<file path="config.mk">
export PLATFORM = sky130hd
export DESIGN_NAME = key_cmd
export DESIGN_NICKNAME = d
export VERILOG_FILES = /design/src/rtl/key_cmd_pkg.sv /design/src/rtl/key_cmd_debounce.sv /design/src/rtl/key_cmd.sv
export SDC_FILE = /design/constraint.sdc
export NUM_CORES = 1
export LEC_CHECK = 0
export CORE_ASPECT_RATIO = 0.75
export CORE_MARGIN = 1.5
export CORE_UTILIZATION = 30
export CTS_CLUSTER_DIAMETER = 30
export CTS_CLUSTER_SIZE = 14
export DETAILED_ROUTE_END_ITERATION = 7
export PLACE_DENSITY = 0.55
export SYNTH_ARGS = -nofsm -noshare
export SYNTH_HDL_FRONTEND = slang
export SYNTH_SLANG_ARGS = --single-unit
export TNS_END_PERCENT = 50
</file>
<file path="constraint.sdc">
create_clock -name clk -period 1.3 [get_ports clk]
set_input_delay 0.13 -clock clk [delete_from_list [all_inputs] [get_ports clk]]
set_output_delay 0.13 -clock clk [all_outputs]
set_load 0.02 [all_outputs]
</file>
<file path="src/rtl/key_cmd_pkg.sv">
`timescale 1ns/1ps
// -----------------------------------------------------------------------------
// key_cmd_pkg
// Shared constants for the key command block:
//   - command codes presented on cmd_code
//   - FSM state encoding used by key_cmd
//   - button bit positions and the default debounce depth
//   - dir_code(): maps a one-hot direction event vector to its command code
// -----------------------------------------------------------------------------
package key_cmd_pkg;

  // Default number of agreeing sample ticks needed to flip a debounced button.
  // Legal range is 2..15; the debounce counter is 4 bits wide.
  localparam int unsigned DB_SAMPLES_DEFAULT = 4;

  // Number of buttons handled by the block.
  localparam int NUM_BTN = 5;

  // Button bit positions inside btn_raw / btn_stable.
  localparam int BTN_UP      = 0;
  localparam int BTN_DOWN    = 1;
  localparam int BTN_LEFT    = 2;
  localparam int BTN_RIGHT   = 3;
  localparam int BTN_RESTART = 4;

  // Command codes.
  localparam logic [2:0] CMD_NONE    = 3'd0;
  localparam logic [2:0] CMD_UP      = 3'd1;
  localparam logic [2:0] CMD_DOWN    = 3'd2;
  localparam logic [2:0] CMD_LEFT    = 3'd3;
  localparam logic [2:0] CMD_RIGHT   = 3'd4;
  localparam logic [2:0] CMD_RESTART = 3'd5;

  // FSM state encoding.
  localparam logic [1:0] ST_IDLE         = 2'd0;
  localparam logic [1:0] ST_PENDING      = 2'd1;
  localparam logic [1:0] ST_WAIT_RELEASE = 2'd2;

  // Direction event vector (bits [3:0] of the press-event vector) to command
  // code. Anything other than exactly one direction bit maps to CMD_NONE.
  function automatic logic [2:0] dir_code(input logic [3:0] i_ev);
    logic [2:0] v_code;
    case (i_ev)
      4'b0001: v_code = CMD_UP;
      4'b0010: v_code = CMD_DOWN;
      4'b0100: v_code = CMD_LEFT;
      4'b1000: v_code = CMD_RIGHT;
      default: v_code = CMD_NONE;
    endcase
    return v_code;
  endfunction

endpackage

</file>
<file path="src/rtl/key_cmd_debounce.sv">
`timescale 1ns/1ps
// -----------------------------------------------------------------------------
// key_debounce
// One button: 2-flop synchronizer into clk, agreement counter and debounced
// level. The counter only moves on i_tick (the slow sample strobe):
//   - synced sample differs from the stable level -> count up
//   - synced sample equals the stable level       -> count cleared
//   - count reaches DB_SAMPLES                     -> stable level flips,
//                                                     count cleared
// Between ticks everything except the synchronizer is frozen, so a stuck
// sample clock freezes the debounced level.
//
// Ports
//   clk       in   system clock
//   rst_n     in   asynchronous active-low reset
//   i_tick    in   one-cycle sample strobe
//   i_raw     in   raw (asynchronous) button level, active high
//   o_stable  out  debounced button level (registered)
// -----------------------------------------------------------------------------
module key_debounce
  import key_cmd_pkg::*;
#(
  parameter int unsigned DB_SAMPLES = DB_SAMPLES_DEFAULT
) (
  input  logic clk,
  input  logic rst_n,
  input  logic i_tick,
  input  logic i_raw,
  output logic o_stable
);

  localparam logic [3:0] CNT_LAST = 4'(DB_SAMPLES);

  logic       r_meta;
  logic       r_sync;
  logic       r_stable;
  logic [3:0] r_cnt;

  logic       w_differs;
  logic [3:0] w_cnt_next;

  assign w_differs  = r_sync ^ r_stable;
  assign w_cnt_next = r_cnt + 4'd1;
  assign o_stable   = r_stable;

  // Two-flop synchronizer for the raw button level.
  always_ff @(posedge clk or negedge rst_n) begin
    if (!rst_n) begin
      r_meta <= 1'b0;
      r_sync <= 1'b0;
    end else begin
      r_meta <= i_raw;
      r_sync <= r_meta;
    end
  end

  // Agreement counter and debounced level, advanced only on sample ticks.
  always_ff @(posedge clk or negedge rst_n) begin
    if (!rst_n) begin
      r_cnt    <= 4'd0;
      r_stable <= 1'b0;
    end else if (i_tick) begin
      if (!w_differs) begin
        r_cnt <= 4'd0;
      end else if (w_cnt_next == CNT_LAST) begin
        r_cnt    <= 4'd0;
        r_stable <= ~r_stable;
      end else begin
        r_cnt <= w_cnt_next;
      end
    end else begin
      r_cnt    <= r_cnt;
      r_stable <= r_stable;
    end
  end

endmodule

</file>
<file path="src/rtl/key_cmd.sv">
`timescale 1ns/1ps
// -----------------------------------------------------------------------------
// key_cmd
// Turns five raw push buttons into single game commands.
//   - slow_in (a divided clock, treated as data) is synchronized and
//     edge-detected into a one-cycle sample tick.
//   - Each button is debounced by its own key_debounce instance.
//   - A 0->1 change of a debounced bit is a press event; events are looked
//     at in the cycle after the tick that produced them.
//   - The FSM issues one command per press and then waits for all buttons
//     to be released before accepting another press. Presses arriving while
//     a command is pending or while waiting for release are dropped.
//
// Ports
//   clk         in   system clock, rising edge
//   rst_n       in   asynchronous active-low reset
//   slow_in     in   sample clock from the divider (rising edge = one tick)
//   btn_raw     in   [0] up [1] down [2] left [3] right [4] restart
//   cmd_ready   in   consumer accepts the pending command
//   cmd_valid   out  command pending (registered)
//   cmd_code    out  command code, 0 whenever cmd_valid is 0 (registered)
//   btn_stable  out  debounced button levels (registered)
// -----------------------------------------------------------------------------
module key_cmd
  import key_cmd_pkg::*;
#(
  parameter int unsigned DB_SAMPLES = DB_SAMPLES_DEFAULT
) (
  input  logic       clk,
  input  logic       rst_n,
  input  logic       slow_in,
  input  logic [4:0] btn_raw,
  input  logic       cmd_ready,
  output logic       cmd_valid,
  output logic [2:0] cmd_code,
  output logic [4:0] btn_stable
);

  logic       r_slow_meta;
  logic       r_slow_sync;
  logic       r_slow_prev;
  logic       w_tick;

  logic [4:0] w_stable;
  logic [4:0] r_stable_prev;
  logic [4:0] w_press;
  logic [2:0] w_dir;

  logic [1:0] r_state;
  logic       r_cmd_valid;
  logic [2:0] r_cmd_code;
  logic [1:0] w_state_next;
  logic       w_valid_next;
  logic [2:0] w_code_next;

  // Synchronize slow_in and keep its previous synced sample for edge detect.
  always_ff @(posedge clk or negedge rst_n) begin
    if (!rst_n) begin
      r_slow_meta <= 1'b0;
      r_slow_sync <= 1'b0;
      r_slow_prev <= 1'b0;
    end else begin
      r_slow_meta <= slow_in;
      r_slow_sync <= r_slow_meta;
      r_slow_prev <= r_slow_sync;
    end
  end

  assign w_tick = r_slow_sync & ~r_slow_prev;

  for (genvar gi = 0; gi < NUM_BTN; gi++) begin : g_btn
    key_debounce #(
      .DB_SAMPLES (DB_SAMPLES)
    ) u_debounce (
      .clk      (clk),
      .rst_n    (rst_n),
      .i_tick   (w_tick),
      .i_raw    (btn_raw[gi]),
      .o_stable (w_stable[gi])
    );
  end

  // Delayed copy of the debounced levels; a press shows up for exactly the
  // one cycle after the tick that raised the debounced bit.
  always_ff @(posedge clk or negedge rst_n) begin
    if (!rst_n) begin
      r_stable_prev <= 5'd0;
    end else begin
      r_stable_prev <= w_stable;
    end
  end

  assign w_press = w_stable & ~r_stable_prev;
  assign w_dir   = dir_code(w_press[3:0]);

  // Next-state / next-output decode for the command FSM.
  always_comb begin
    w_state_next = r_state;
    w_valid_next = r_cmd_valid;
    w_code_next  = r_cmd_code;
    case (r_state)
      ST_IDLE: begin
        if (w_press[BTN_RESTART]) begin
          // Restart wins over any simultaneous direction presses.
          w_state_next = ST_PENDING;
          w_valid_next = 1'b1;
          w_code_next  = CMD_RESTART;
        end else if (w_press != 5'd0) begin
          // A direction command needs a lone direction press with nothing
          // else held; any other combination is swallowed until release.
          if ((w_dir != CMD_NONE) && (w_stable == w_press)) begin
            w_state_next = ST_PENDING;
            w_valid_next = 1'b1;
            w_code_next  = w_dir;
          end else begin
            w_state_next = ST_WAIT_RELEASE;
            w_valid_next = 1'b0;
            w_code_next  = CMD_NONE;
          end
        end else begin
          w_state_next = ST_IDLE;
          w_valid_next = 1'b0;
          w_code_next  = CMD_NONE;
        end
      end
      ST_PENDING: begin
        if (cmd_ready) begin
          w_state_next = ST_WAIT_RELEASE;
          w_valid_next = 1'b0;
          w_code_next  = CMD_NONE;
        end else begin
          w_state_next = ST_PENDING;
          w_valid_next = 1'b1;
          w_code_next  = r_cmd_code;
        end
      end
      ST_WAIT_RELEASE: begin
        if (w_stable == 5'd0) begin
          w_state_next = ST_IDLE;
        end else begin
          w_state_next = ST_WAIT_RELEASE;
        end
        w_valid_next = 1'b0;
        w_code_next  = CMD_NONE;
      end
      default: begin
        w_state_next = ST_IDLE;
        w_valid_next = 1'b0;
        w_code_next  = CMD_NONE;
      end
    endcase
  end

  // FSM state and registered command outputs.
  always_ff @(posedge clk or negedge rst_n) begin
    if (!rst_n) begin
      r_state     <= ST_IDLE;
      r_cmd_valid <= 1'b0;
      r_cmd_code  <= CMD_NONE;
    end else begin
      r_state     <= w_state_next;
      r_cmd_valid <= w_valid_next;
      r_cmd_code  <= w_code_next;
    end
  end

  assign cmd_valid  = r_cmd_valid;
  assign cmd_code   = r_cmd_code;
  assign btn_stable = w_stable;

endmodule

</file>
; Yosys cells after proc, flatten, opt, wreduce, memory -nomap -nowiden
; Index checks and enable logic that the tools add are counted.
[totals]
regBits = 49
input_bits = 9
out_inout_bits = 9
word_cells = 96
[op_classes]
addsub = 5
eq_ne = 13
n_mux = 27
bitwise_logic = 14
reduce_logical = 10
[op_table]
columns = op, count
row1 = two-way mux 4 bit, 10
row2 = "== test 4 x 3 -> 1 bit, second input constant", 6
row3 = "adder 4 x 1 -> 4 bit, second input constant", 5
row4 = AND reduction 3 bit, 5
row5 = two-way mux 3 bit, 4
row6 = case mux 3 bit (4 select lines), 1
row7 = two-way mux 2 bit, 5
row8 = inverter 1 bit, 6
row9 = case mux 2 bit (3 select lines), 1
row10 = case mux 3 bit (2 select lines), 1
row11 = AND 5 bit, 1
row12 = == test 5 bit, 1
row13 = zero test 5 bit, 1
row14 = inverter 5 bit, 1
row15 = nonzero test 5 bit, 1
row16 = bitwise XOR 1 bit, 5
row17 = "== test 4 x 1 -> 1 bit, second input constant", 1
row18 = "== test 4 x 2 -> 1 bit, second input constant", 1
row19 = "== test 4 bit, second input constant", 1
row20 = two-way mux 1 bit, 4
row21 = nonzero test 3 bit, 1
row22 = "== test 2 x 1 -> 1 bit, second input constant", 1
row23 = "== test 2 bit, second input constant", 1
row24 = zero test 2 bit, 1
row25 = other kinds (4), 4

; Longest topological paths before layout
; Gate-level depths: netlist of run 1.
[depth]
depth_word = 10
mapped_depth = 6
mapped_depth_nobuf = 5

; By module
; A second synthesis of run 1 with hierarchy kept.
[unflattened]
hier_cells = 182
area_unflattened_um2 = 2164.6
[modules_own_cells]
columns = module, instances, cells_per_inst, area_each_um2, seq_area_each_um2
row1 = key_debounce, 5, 25, 309.0, 175.2
row2 = key_cmd, 1, 57, 619.3, 350.3

; Worst setup path before layout of run 1
; OpenSTA, ideal clock, no wires.
[synth_path]
path_kind = reg-to-reg
start = reg g_btn[3].u_debounce.r_cnt[0]
end = reg g_btn[3].u_debounce.r_cnt[0]
setup_ns = 0.065
t_arrival_ns = 1.281
required_time_ns = 1.235
path_slack_ns = -0.046
stages_incl_launch_ff = 5
path_buffers = 0
period_less_slack_ns = 1.346
cell_sequence = dfrtp_1 ha_1 xor2_1 a2111oi_0 a21o_1
[synth_via]
elab_chain_len = 4
[synth_lines]
columns = element, line
row1 = "start, declared", key_cmd_debounce.sv:37  ; logic [3:0] r_cnt;
row2 = "start signal, assigned", key_cmd_debounce.sv:69  ; r_cnt <= w_cnt_next;
row3 = "start signal, assigned", key_cmd_debounce.sv:72  ; r_cnt <= r_cnt;
row4 = adder 4 x 1 -> 4 bit (*), key_cmd_debounce.sv:43  ; assign w_cnt_next = r_cnt + 4'd1;
row5 = == test 4 x 3 -> 1 bit, key_cmd_debounce.sv:65  ; end else if (w_cnt_next == CNT_LAST) begin
row6 = two-way mux 4 bit (*), key_cmd_debounce.sv:65
row7 = two-way mux 4 bit (*), key_cmd_debounce.sv:63  ; if (!w_differs) begin
; Every way passes the cells marked *; elsewhere a longest branch is shown, timed or not.
; A chain may end at the register's enable or synchronous reset.

; Final worst setup path of run 1
[layout_path]
start = reg g_btn[0].u_debounce.r_stable
end = reg r_cmd_code[2], in the netlist cmd_code[2]
[layout_via]
elab_chain_len = 9
elab_cells_between_ends = 14
cone_classes = eq/ne: 5 / mux: 5 / bitwise: 1 / reduce/logical: 3
[layout_lines]
columns = element, line
row1 = "start, declared", key_cmd_debounce.sv:36  ; logic r_stable;
row2 = "start signal, assigned", key_cmd_debounce.sv:67  ; r_stable <= ~r_stable;
row3 = "start signal, assigned", key_cmd_debounce.sv:73  ; r_stable <= r_stable;
row4 = AND 5 bit, key_cmd.sv:93  ; assign w_press = w_stable & ~r_stable_prev;
row5 = == test 4 bit (tied with other cells), key_cmd_pkg.sv:43  ; case (i_ev)
row6 = case mux 3 bit (4 select lines), key_cmd_pkg.sv:43
row7 = nonzero test 3 bit, key_cmd.sv:111  ; if ((w_dir != CMD_NONE) && (w_stable == w_press)) begin
row8 = logical AND 1 bit, key_cmd.sv:111
row9 = two-way mux 3 bit, key_cmd.sv:111
row10 = two-way mux 3 bit (*), key_cmd.sv:108  ; end else if (w_press != 5'd0) begin
row11 = two-way mux 3 bit (*), key_cmd.sv:103  ; if (w_press[BTN_RESTART]) begin
row12 = case mux 3 bit (2 select lines) (*), key_cmd.sv:101  ; case (r_state)
row13 = "end signal, assigned", key_cmd.sv:163  ; r_cmd_code <= w_code_next;
row14 = "end, declared", key_cmd.sv:51  ; logic [2:0] r_cmd_code;
; Marks and branches as above.

==> results of run 1 <==
cell usage in the layout, fill, tap and decap left out, types with 5 or more instances in the layout:
cell / synthesis / routed
ha_2: 0 / 5
nor2_1: 10 / 7
clkbuf_8: 0 / 5
a22o_1: 6 / 6
nand2b_1: 8 / 7
xnor2_1: 10 / 8
nand3_1: 10 / 8
a21oi_1: 9 / 9
buf_4: 5 / 37
mux2_2: 5 / 5
dfrtp_1: 49 / 45
o21ai_0: 11 / 11
nor3_1: 7 / 5
nand2_1: 21 / 21
clkdlybuf4s50_1: 0 / 7
cell usage after synthesis, types with 2 or more instances:
library cell	count	share of area, %
a2111oi_0	2	0.78
a21o_1	4	1.3
a21oi_1	9	2.0
a22o_1	6	2.3
a22oi_1	2	0.67
buf_2	2	0.45
buf_4	5	1.7
clkbuf_1	4	0.67
dfrtp_1	49	55
ha_1	7	3.9
mux2_2	5	2.5
mux2i_1	2	0.89
nand2_1	21	3.5
nand2b_1	8	2.2
nand3_1	10	2.2
nand4b_1	4	1.6
nor2_1	10	1.7
nor2b_1	3	0.84
nor3_1	7	1.6
nor3b_1	2	0.67
o21ai_0	11	2.4
o2bb2ai_1	2	0.78
o31ai_1	3	1.0
or4b_1	2	0.89
xnor2_1	10	3.9
xor2_1	2	0.78
through the flow:
step,setup WS (ns),TNS [ns],util (%),std cells
finish,-0.128,-0.825,41.6,360
global placement,-0.122,-1.66,38.0,347
global route,-0.206,-1.73,41.6,360
CTS,-0.109,-0.752,39.8,357
floorplan,-0.0355,-0.156,-,203
detailed placement,-0.124,-2.00,38.0,347
path summary, 6_finish.rpt:
| check | start | to | slack [ns] |
|---|---|---|---|
| setup / recovery | g_btn[0].u_debounce.o_stable | cmd_code[2] | -0.13 |
| hold / removal | rst_n | g_btn[4].u_debounce.r_cnt[2] | 0.25 |
| setup reg to reg | g_btn[0].u_debounce.o_stable | cmd_code[2] | -0.13 |
| hold reg to reg | r_slow_meta | r_slow_sync | 0.35 |
| max in group asynchronous | rst_n | g_btn[0].u_debounce.o_stable | 0.53 |
| min in group clk | btn_raw[1] | g_btn[1].u_debounce.r_meta | 0.26 |
worst reg2reg max path: cells and delay by family (launching register included):
family	cells	cell delay, ns
AND/OR/NAND/NOR	2	0.79
flip-flops	1	0.45
AO/OA/AOI/OAI	1	0.13
cell families (layout without fill, tap and decap cells):
family	Yosys count	in the layout
simple gates	75	75
flops	49	49
compound gates	42	42
xor+xnor	12	12
buf+inv	11	67
fa+ha+maj	7	7
mux	7	7
final cells by class:
class	count	share of cell area [%]
clock inverters	1	0.247
well taps	101	4.16
flip-flops and latches	49	40.5
clock buffers	7	2.51
repair buffers	59	16.1
multi-input cells	143	36.5
metal layers:
| layer | vias up | wire [um] | global-route usage, % |
|---|---|---|---|
| met2 | 21 | 1960 | 17.8 |
| met4 | 0 | 30 | 3.11 |
| met3 | 4 | 160 | 3.60 |
| met5 | - | 0 | 0 |
| met1 | 810 | 2390 | 19.0 |
| li1 | 833 | - | - |
timing repair:
action                                  4_1_cts  5_1_grt
endpoints found under the hold margin        12        0
buffers inserted                              1        3
hold buffers                                  1        0
gates resized for setup                      30       29
endpoints found under the setup margin       34       21
gates cloned                                  0        0
pin swaps                                     5        5
registers in the layout, indices dropped and copies added (netlist names), 2 cells and up:
| register | cells |
|---|---|
| g_btn.u_debounce.r_cnt | 20 |
| r_state | 2 |
| r_stable_prev | 5 |
| cmd_code | 3 |
| g_btn.u_debounce.r_meta | 5 |
| g_btn.u_debounce.r_sync | 5 |
| g_btn.u_debounce.o_stable | 5 |
power groups by stage:
| stage | combinational [mW] | sequential (mW) | clock, mW |
|---|---|---|---|
| after floorplan | 0.983 | 2.13 | 0 |
| after global placement | 1.74 | 2.09 | 0 |
| after detailed placement | 1.75 | 2.10 | 0 |
| after CTS | 1.73 | 2.07 | 0.924 |
| after global routing | 2.05 | 2.14 | 0.981 |
| final | 1.85 | 2.09 | 0.882 |
==> metrics, run 1 <==
outcome=complete, but fails checks; failing checks=setup timing; CP max stage cell=or4_1; Comb pwr share=between 30% and 40%; Die Width=a little over 100 um; HP Class=in2async; CP required=1.53 ns; Seq pwr share=43.4%; die area=roughly 8000 um^2; Slew @ Worst Pin=0.326 ns; global-route wire length before repair=7870 um; Net Sw Power=1.66 mW; crit path kind=reg2reg; clk_skew=0.00681 ns; CP Max Fanout=5; wire length per cell=12.6 um; pwr dens=approximately 1600 nW/um^2; site row count=27; post-route cell area=a little over 3000 um^2; Synth Flop Type=dfrtp_1; Synthesis Warnings=0; share of synthesized area spent on multiplexers=3.40%; Final #Nets=approximately 270; fill count=~730; layout cell share with drive strength beyond 1=35.1%; Setup-failing EPs final=11; Mapped Area=2250 um^2; Post-Synth Adder-Cell Area=3.90%; fin crit period=~1.4 ns; clock buffer depth=2; Core ar.=7300 um^2; Detail Route Antenna Nets=0; Relative slew margins=78.3%; n_diodes=0; Vert. Die Dim=78.0 um; routability cong.=0.752; Syn Nets=219; slack of the critical path=-0.128 ns; post-synthesis register bit count=49; sequential-to-total area share from yosys stat=54.6%; r2r worst-path depth=3; post-synthesis async set-or-reset flop share=100%; post-DP HPWL=3120 um; Root Driver=clkbuf_8; Max stage delay on crit path=0.53 ns; sw frac=34.4%; TritonCTS clock tree=yes; total internal power=3.17 mW; max-cap viol count=0; Setup crit end kind=register; Synth Instances=203; delay-heaviest family, CP=simple AND/OR/NAND/NOR gates; DR vias=1668; clock share of power=around 18%; Clock Latency Late Sink=0.30 ns; Worst setup SP type=register; Mean Syn Cell Area=11.1 um^2; Post-synth EDFFs=0; initial antenna violation count=0; critical path, cell by cell=and2b_2 > or4_1 > a21oi_1; area post-placement=roughly 2800 um^2; CTS sink cnt=49; total gr overflow=0; static leakage=1.38 nW; RSZ-0062 raised after global routing=yes; largest net degree at the start of global routing=38; Final Hold Viols=0; Pwr Total=4.83 mW; TritonCTS Buffers=5; critical path depth=3; Max VDD drop=approximately 0.00071 V; port bufs=17; total global routing track utilization=12.7%; Synth Area in XOR/XNOR=4.68%; ratio of final minimum period to clock period=110%; Pre-Repair DR Iteration Count=6; post-DR vias/cell=4.63; Arr. time, crit path=1.66 ns; largest family of logic cells by synthesized area=simple AND/OR/NAND/NOR gates; Synth Area in Compound Gates=between 10% and 20%; Fmax=about 700 MHz; WP buf/inv=0; Syn-to-layout area delta=35.1%; worst hold slack=0.254 ns; area of the multi-input gates=1110 um^2; DRT iter0 DRCs=65; Synth Area in Simple Gates=between 10% and 20%; Slew Viols, Final=0; drt total wl=4550 um; Yosys cell types=37; vias in the first global route=around 1700; Register Area=~1200 um^2; DRC violations left=0; I/O pins=18; starting density of the core=between 30% and 40%; clk slew on worst S/H paths=0.09 ns; H-tree Lvls=2
No activity file was read; power rests on OpenSTA's default activity.
==> run 2, diff against run 1 <==
--- a/config.mk
+++ b/config.mk
@@ -11,7 +11,7 @@
 export CTS_CLUSTER_DIAMETER = 30
 export CTS_CLUSTER_SIZE = 14
 export DETAILED_ROUTE_END_ITERATION = 7
-export PLACE_DENSITY = 0.55
+export PLACE_DENSITY = 0.54
 export SYNTH_ARGS = -nofsm -noshare
 export SYNTH_HDL_FRONTEND = slang
 export SYNTH_SLANG_ARGS = --single-unit
==> constraint.sdc (replaced) <==
create_clock -name clk -period 1.6 [get_ports clk]
set_input_delay 0.16 -clock clk [delete_from_list [all_inputs] [get_ports clk]]
set_output_delay 0.16 -clock clk [all_outputs]
set_load 0.02 [all_outputs]
==> metrics, run 2 (same netlist as run 1, synthesis figures left out) <==
die area=8020 um^2 (unchanged); Core ar.=7300 um^2 (unchanged); worst hold slack=0.284 ns (was 0.254 ns); total placed cells including tap cells=317 (was 347); routability cong.=0.758 (was 0.752); total global routing track utilization=11.2% (was 12.7%); Seq pwr share=48.7% (was 43.4%); wire length per cell=12.1 um (was 12.6 um); CTS sink cnt=49 (unchanged); outcome=finished clean (was complete, but fails checks); site row count=27 (unchanged); post-DP HPWL=2700 um (was 3120 um); Net Sw Power=1.21 mW (was 1.66 mW); CP required=1.44 ns (was 1.53 ns); Root Driver=clkbuf_8 (unchanged); DRT iter0 DRCs=76 (was 65); Worst setup SP type=register (unchanged); clk slew on worst S/H paths=0.10 ns (was 0.09 ns); slack of the critical path=0.0651 ns (was -0.128 ns); global-route wire length before repair=6980 um (was 7870 um); initial antenna violation count=0 (unchanged); largest net degree at the start of global routing=50 (was 38); Arr. time, crit path=1.37 ns (was 1.66 ns); highest-count cells in the layout ignoring fill and taps=dfrtp_1, nand2_1, clkdlybuf4s50_1 (was dfrtp_1, buf_4, nand2_1); Slew Viols, Final=0 (unchanged); static leakage=1.19 nW (was 1.38 nW); Final Hold Viols=0 (unchanged); Pre-Repair DR Iteration Count=4 (was 6); clk_skew=0.0101 ns (was 0.00681 ns); area post-placement=2540 um^2 (was 2770 um^2); crit path kind=reg2out (was reg2reg); pwr dens=1350 nW/um^2 (was 1590 nW/um^2); CP Max Fanout=8 (was 5); fill count=747 (was 733); Die Width=103 um (unchanged); Post CTS Setup Buffer Count=0 (was 1); Fmax=approximately 650 MHz; ratio of final minimum period to clock period=95.9%; post-DR vias/cell=4.65 (was 4.63); total internal power=2.39 mW (was 3.17 mW); Pwr Total=3.60 mW (was 4.83 mW); I/O pins=18 (unchanged); max-cap viol count=0 (unchanged); DRC violations left=0 (unchanged); DR vias=1515 (was 1668); total gr overflow=0 (unchanged); fin crit period=about 1.5 ns; RSZ-0062 raised after global routing=no (was yes); critical path, cell by cell=clkdlybuf4s50_1 (was and2b_2 > or4_1 > a21oi_1); WP buf/inv=1 (was 0); DP Worst Slack=0.125 ns (was -0.124 ns); Max stage delay on crit path=0.63 ns (was 0.53 ns); sw frac=33.7% (was 34.4%); Vert. Die Dim=78.0 um (unchanged); starting density of the core=30.8% (unchanged); delay-heaviest family, CP=buffers and inverters (was simple AND/OR/NAND/NOR gates); TritonCTS clock tree=yes (unchanged); clock share of power=21.1% (was 18.3%); final std cells w/o fill=326 (was 360); HP Class=in2reg (was in2async); Max VDD drop=0.000534 V (was 0.000710 V); Detail Route Antenna Nets=0 (unchanged); drt total wl=3940 um (was 4550 um); post-route cell area=2660 um^2 (was 3040 um^2); setup_tns=0 ns (was -0.825 ns); Clock Latency Late Sink=0.30 ns (about the same); layout cell share with drive strength beyond 1=12.4% (was 35.1%); H-tree Lvls=2 (unchanged); Setup-failing EPs final=0 (was 11); Finished Core Util=36.5% (was 41.6%); Syn-to-layout area delta=18.5% (was 35.1%); n_diodes=0 (unchanged); Biggest register=g_btn.u_debounce.r_cnt (unchanged); CP max stage cell=clkdlybuf4s50_1 (was or4_1); TritonCTS Buffers=5 (unchanged); vias in the first global route=1476 (was 1674); Slew @ Worst Pin=0.358 ns (was 0.326 ns); max reg flops=20 (unchanged); clock buffer depth=2 (unchanged); Comb pwr share=30.2% (was 38.3%); commonest non-fill, non-tap cell in the layout=dfrtp_1 (unchanged); Final #Nets=240 (was 274); port bufs=17 (unchanged); Setup crit end kind=primary output (was register); Relative slew margins=75.5% (was 78.3%)
-- run 2: per-layer routing --
metal	track usage (%)	wire length, um	vias up
met3	3.33	144	4
met2	16.4	1700	18
li1	-	-	767
met1	16.0	2070	726
met5	0	0	-
met4	3.24	28	0
-- run 2: final timing paths --
kind	slack, ns	end	from	depth (start not counted)
max	0.07	btn_stable[2]	g_btn[2].u_debounce.o_stable	1
min	0.28	g_btn[4].u_debounce.r_meta	btn_raw[4]	1
max reg2reg	0.14	cmd_code[1]	g_btn[2].u_debounce.o_stable	4
min reg2reg	0.35	g_btn[3].u_debounce.r_sync	g_btn[3].u_debounce.r_meta	0
max in group asynchronous	0.99	g_btn[2].u_debounce.o_stable	rst_n	3
min in group asynchronous	0.37	g_btn[2].u_debounce.r_cnt[2]	rst_n	3
-- run 2: power by group through the flow --
stage / clock network, mW / logic, mW / registers [mW]
floorplan: 0 / 0.796 / 1.73
global placement: 0 / 1.10 / 1.77
detailed placement: 0 / 1.09 / 1.78
CTS: 0.804 / 1.10 / 1.76
global route: 0.855 / 1.22 / 1.81
finish: 0.761 / 1.09 / 1.75
-- run 2: what timing repair did --
item                                   CTS  global route
setup endpoints to repair                4             5
endpoints found under the hold margin   49             0
resized for setup                        4             5
hold buffers                             1             0
-- run 2: cell type report --
cell class	instances	area [um^2]	share of cell area, %
multi-input cells	143	967	36.3
clock inverters	2	13.8	0.517
repair buffers	25	244	9.16
well taps	101	126	4.74
flip-flops and latches	49	1230	46.2
clock buffers	6	82.6	3.10
==> run 3, diff against run 2 <==
--- a/config.mk
+++ b/config.mk
@@ -12,7 +12,8 @@
 export CTS_CLUSTER_SIZE = 14
 export DETAILED_ROUTE_END_ITERATION = 7
 export PLACE_DENSITY = 0.54
+export SETUP_SLACK_MARGIN = 0.4
 export SYNTH_ARGS = -nofsm -noshare
 export SYNTH_HDL_FRONTEND = slang
 export SYNTH_SLANG_ARGS = --single-unit
-export TNS_END_PERCENT = 50
+export TNS_END_PERCENT = 5
==> metrics, run 3 (same netlist as run 1, synthesis figures left out) <==
outcome=finished clean (unchanged); wire length per cell=12.8 um (was 12.1 um); total gr overflow=0 (unchanged); Syn-to-layout area delta=23.9% (was 18.5%); crit path kind=reg2reg (was reg2out); port bufs=17 (unchanged); highest-count cells in the layout ignoring fill and taps=dfrtp_1, nand2_1, o21ai_0, buf_4 (was dfrtp_1, nand2_1, clkdlybuf4s50_1); Slew Viols, Final=0 (unchanged); HP Class=in2reg (unchanged); H-tree Lvls=2 (unchanged); area of the multi-input gates=1060 um^2 (was 967 um^2); Final #Nets=245 (was 240); Root Driver=clkbuf_8 (unchanged); Final Hold Viols=0 (unchanged); Max stage delay on crit path=0.47 ns (was 0.63 ns); delay-heaviest family, CP=simple AND/OR/NAND/NOR gates (was buffers and inverters); pwr dens=1320 nW/um^2 (was 1350 nW/um^2); Core ar.=7300 um^2 (unchanged); global-route wire length before repair=7380 um (was 6980 um); Setup crit end kind=register (was primary output); post-DR vias/cell=4.60 (was 4.65); vias in the first global route=1560 (was 1476); WP buf/inv=0 (was 1); Die Width=103 um (unchanged); worst hold start=btn_raw[1] (was btn_raw[4]); max reg flops=20 (unchanged); die area=8020 um^2 (unchanged); Register Area=1230 um^2 (about the same); RSZ-0062 raised after global routing=yes (was no); Worst setup SP type=register (unchanged); setup_tns=0 ns (unchanged); clock buffer depth=2 (unchanged); Worst setup startpoint=g_btn[2].u_debounce.o_stable (unchanged); largest net degree at the start of global routing=19 (was 50); static leakage=1.21 nW (was 1.19 nW); CP max stage cell=dfrtp_2 (was clkdlybuf4s50_1); Pwr Total=3.68 mW (was 3.60 mW); layout cell share with drive strength beyond 1=22.3% (was 12.4%); Arr. time, crit path=1.67 ns (was 1.37 ns); total global routing track utilization=11.9% (was 11.2%); Slew @ Worst Pin=0.463 ns (was 0.358 ns); n_diodes=0 (unchanged); commonest non-fill, non-tap cell in the layout=dfrtp_1 (unchanged); critical path, cell by cell=a22oi_2 > nand3_2 > or4_4 > a21oi_2 (was clkdlybuf4s50_1); starting density of the core=30.8% (unchanged); routability cong.=0.756 (was 0.758); Max VDD drop=0.000451 V (was 0.000534 V); post-DP HPWL=2980 um (was 2700 um); initial antenna violation count=0 (unchanged); ratio of final minimum period to clock period=89.9% (was 95.9%); TritonCTS Buffers=5 (unchanged); I/O pins=18 (unchanged); CTS sink cnt=49 (unchanged); drt total wl=4210 um (was 3940 um); fin crit period=1.44 ns (was 1.53 ns); Setup-failing EPs final=0 (unchanged); RR Startpoint=g_btn[2].u_debounce.o_stable (unchanged); Pre-Repair DR Iteration Count=4 (unchanged); worst hold slack=0.290 ns (was 0.284 ns); r2r worst-path depth=4 (unchanged); CP Max Fanout=7 (was 8); Detail Route Antenna Nets=0 (unchanged); Hold Crit Depth=1 (unchanged); Clock Latency Late Sink=0.30 ns (about the same); Fmax=695 MHz (was 652 MHz); Relative slew margins=69.1% (was 75.5%); site row count=27 (unchanged); final std cells w/o fill=330 (was 326); critical path depth=4 (was 1); max-cap viol count=0 (unchanged); DRC violations left=0 (unchanged); fill count=738 (was 747); Vert. Die Dim=78.0 um (unchanged); clk_skew=0.00733 ns (was 0.0101 ns); DRT iter0 DRCs=87 (was 76); TritonCTS clock tree=yes (unchanged); total placed cells including tap cells=318 (was 317); DR vias=1518 (was 1515); CP required=1.83 ns (was 1.44 ns); clk slew on worst S/H paths=0.09 ns (was 0.10 ns); Biggest register=g_btn.u_debounce.r_cnt (unchanged)
-- run 3: through the flow --
step | setup slack [ns] | cell area, um^2 | util [%]
3_3_place_gp | 0.132 | 2550 | 34.9
2_1_floorplan | 0.264 | 2250 | -
5_1_grt | 0.0794 | 2780 | 38.2
3_5_place_dp | 0.120 | 2550 | 34.9
6_report | 0.162 | 2780 | 38.2
4_1_cts | 0.154 | 2680 | 36.7
-- run 3: final timing paths --
| check | endpoint | slack, ns |
|---|---|---|
| worst min-delay path | g_btn[1].u_debounce.r_meta | 0.29 |
| max in group asynchronous | g_btn[3].u_debounce.r_cnt[0] | 0.67 |
| worst max register to register | cmd_code[2] | 0.16 |
| worst min register to register | g_btn[0].u_debounce.r_sync | 0.36 |
| worst max-delay path | cmd_code[2] | 0.16 |
| min in group asynchronous | r_slow_sync | 0.34 |
-- run 3: where the power goes --
part	internal [mW]	switching, mW	total (mW)
Combinational	0.586	0.584	1.17
Sequential	1.49	0.270	1.76
Clock	0.343	0.405	0.748
Total	2.42	1.26	3.68
-- run 3: timing repair --
action	in CTS	in global routing
endpoints found under the setup margin	37	39
endpoints found under the hold margin	16	0
resized for setup	16	18
setup buffers	1	3
pin swaps	0	4
hold buffers	1	0
-- run 3: layer usage --
| layer | GRT usage (%) | part of all wire, % |
|---|---|---|
| met4 | 3.65 | 1.2 |
| met2 | 17.5 | 43 |
| met3 | 3.69 | 3.7 |
| met1 | 16.8 | 52 |
| met5 | 0 | 0 |
-- run 3: worst register-to-register path: cells and delay by family (launching register included) --
kind | cells | cell delay [ns]
DFF | 1 | 0.47
AOI/OAI and AO/OA | 2 | 0.37
and+or+nand+nor | 2 | 0.53
-- run 3: layout make-up --
type / count / area share (%)
Clock buffer: 6 / 2.97
Clock inverter: 1 / 0.270
Multi-Input combinational cell: 143 / 38.2
Sequential cell: 49 / 44.3
Tap cell: 101 / 4.54
Timing Repair Buffer: 30 / 9.71
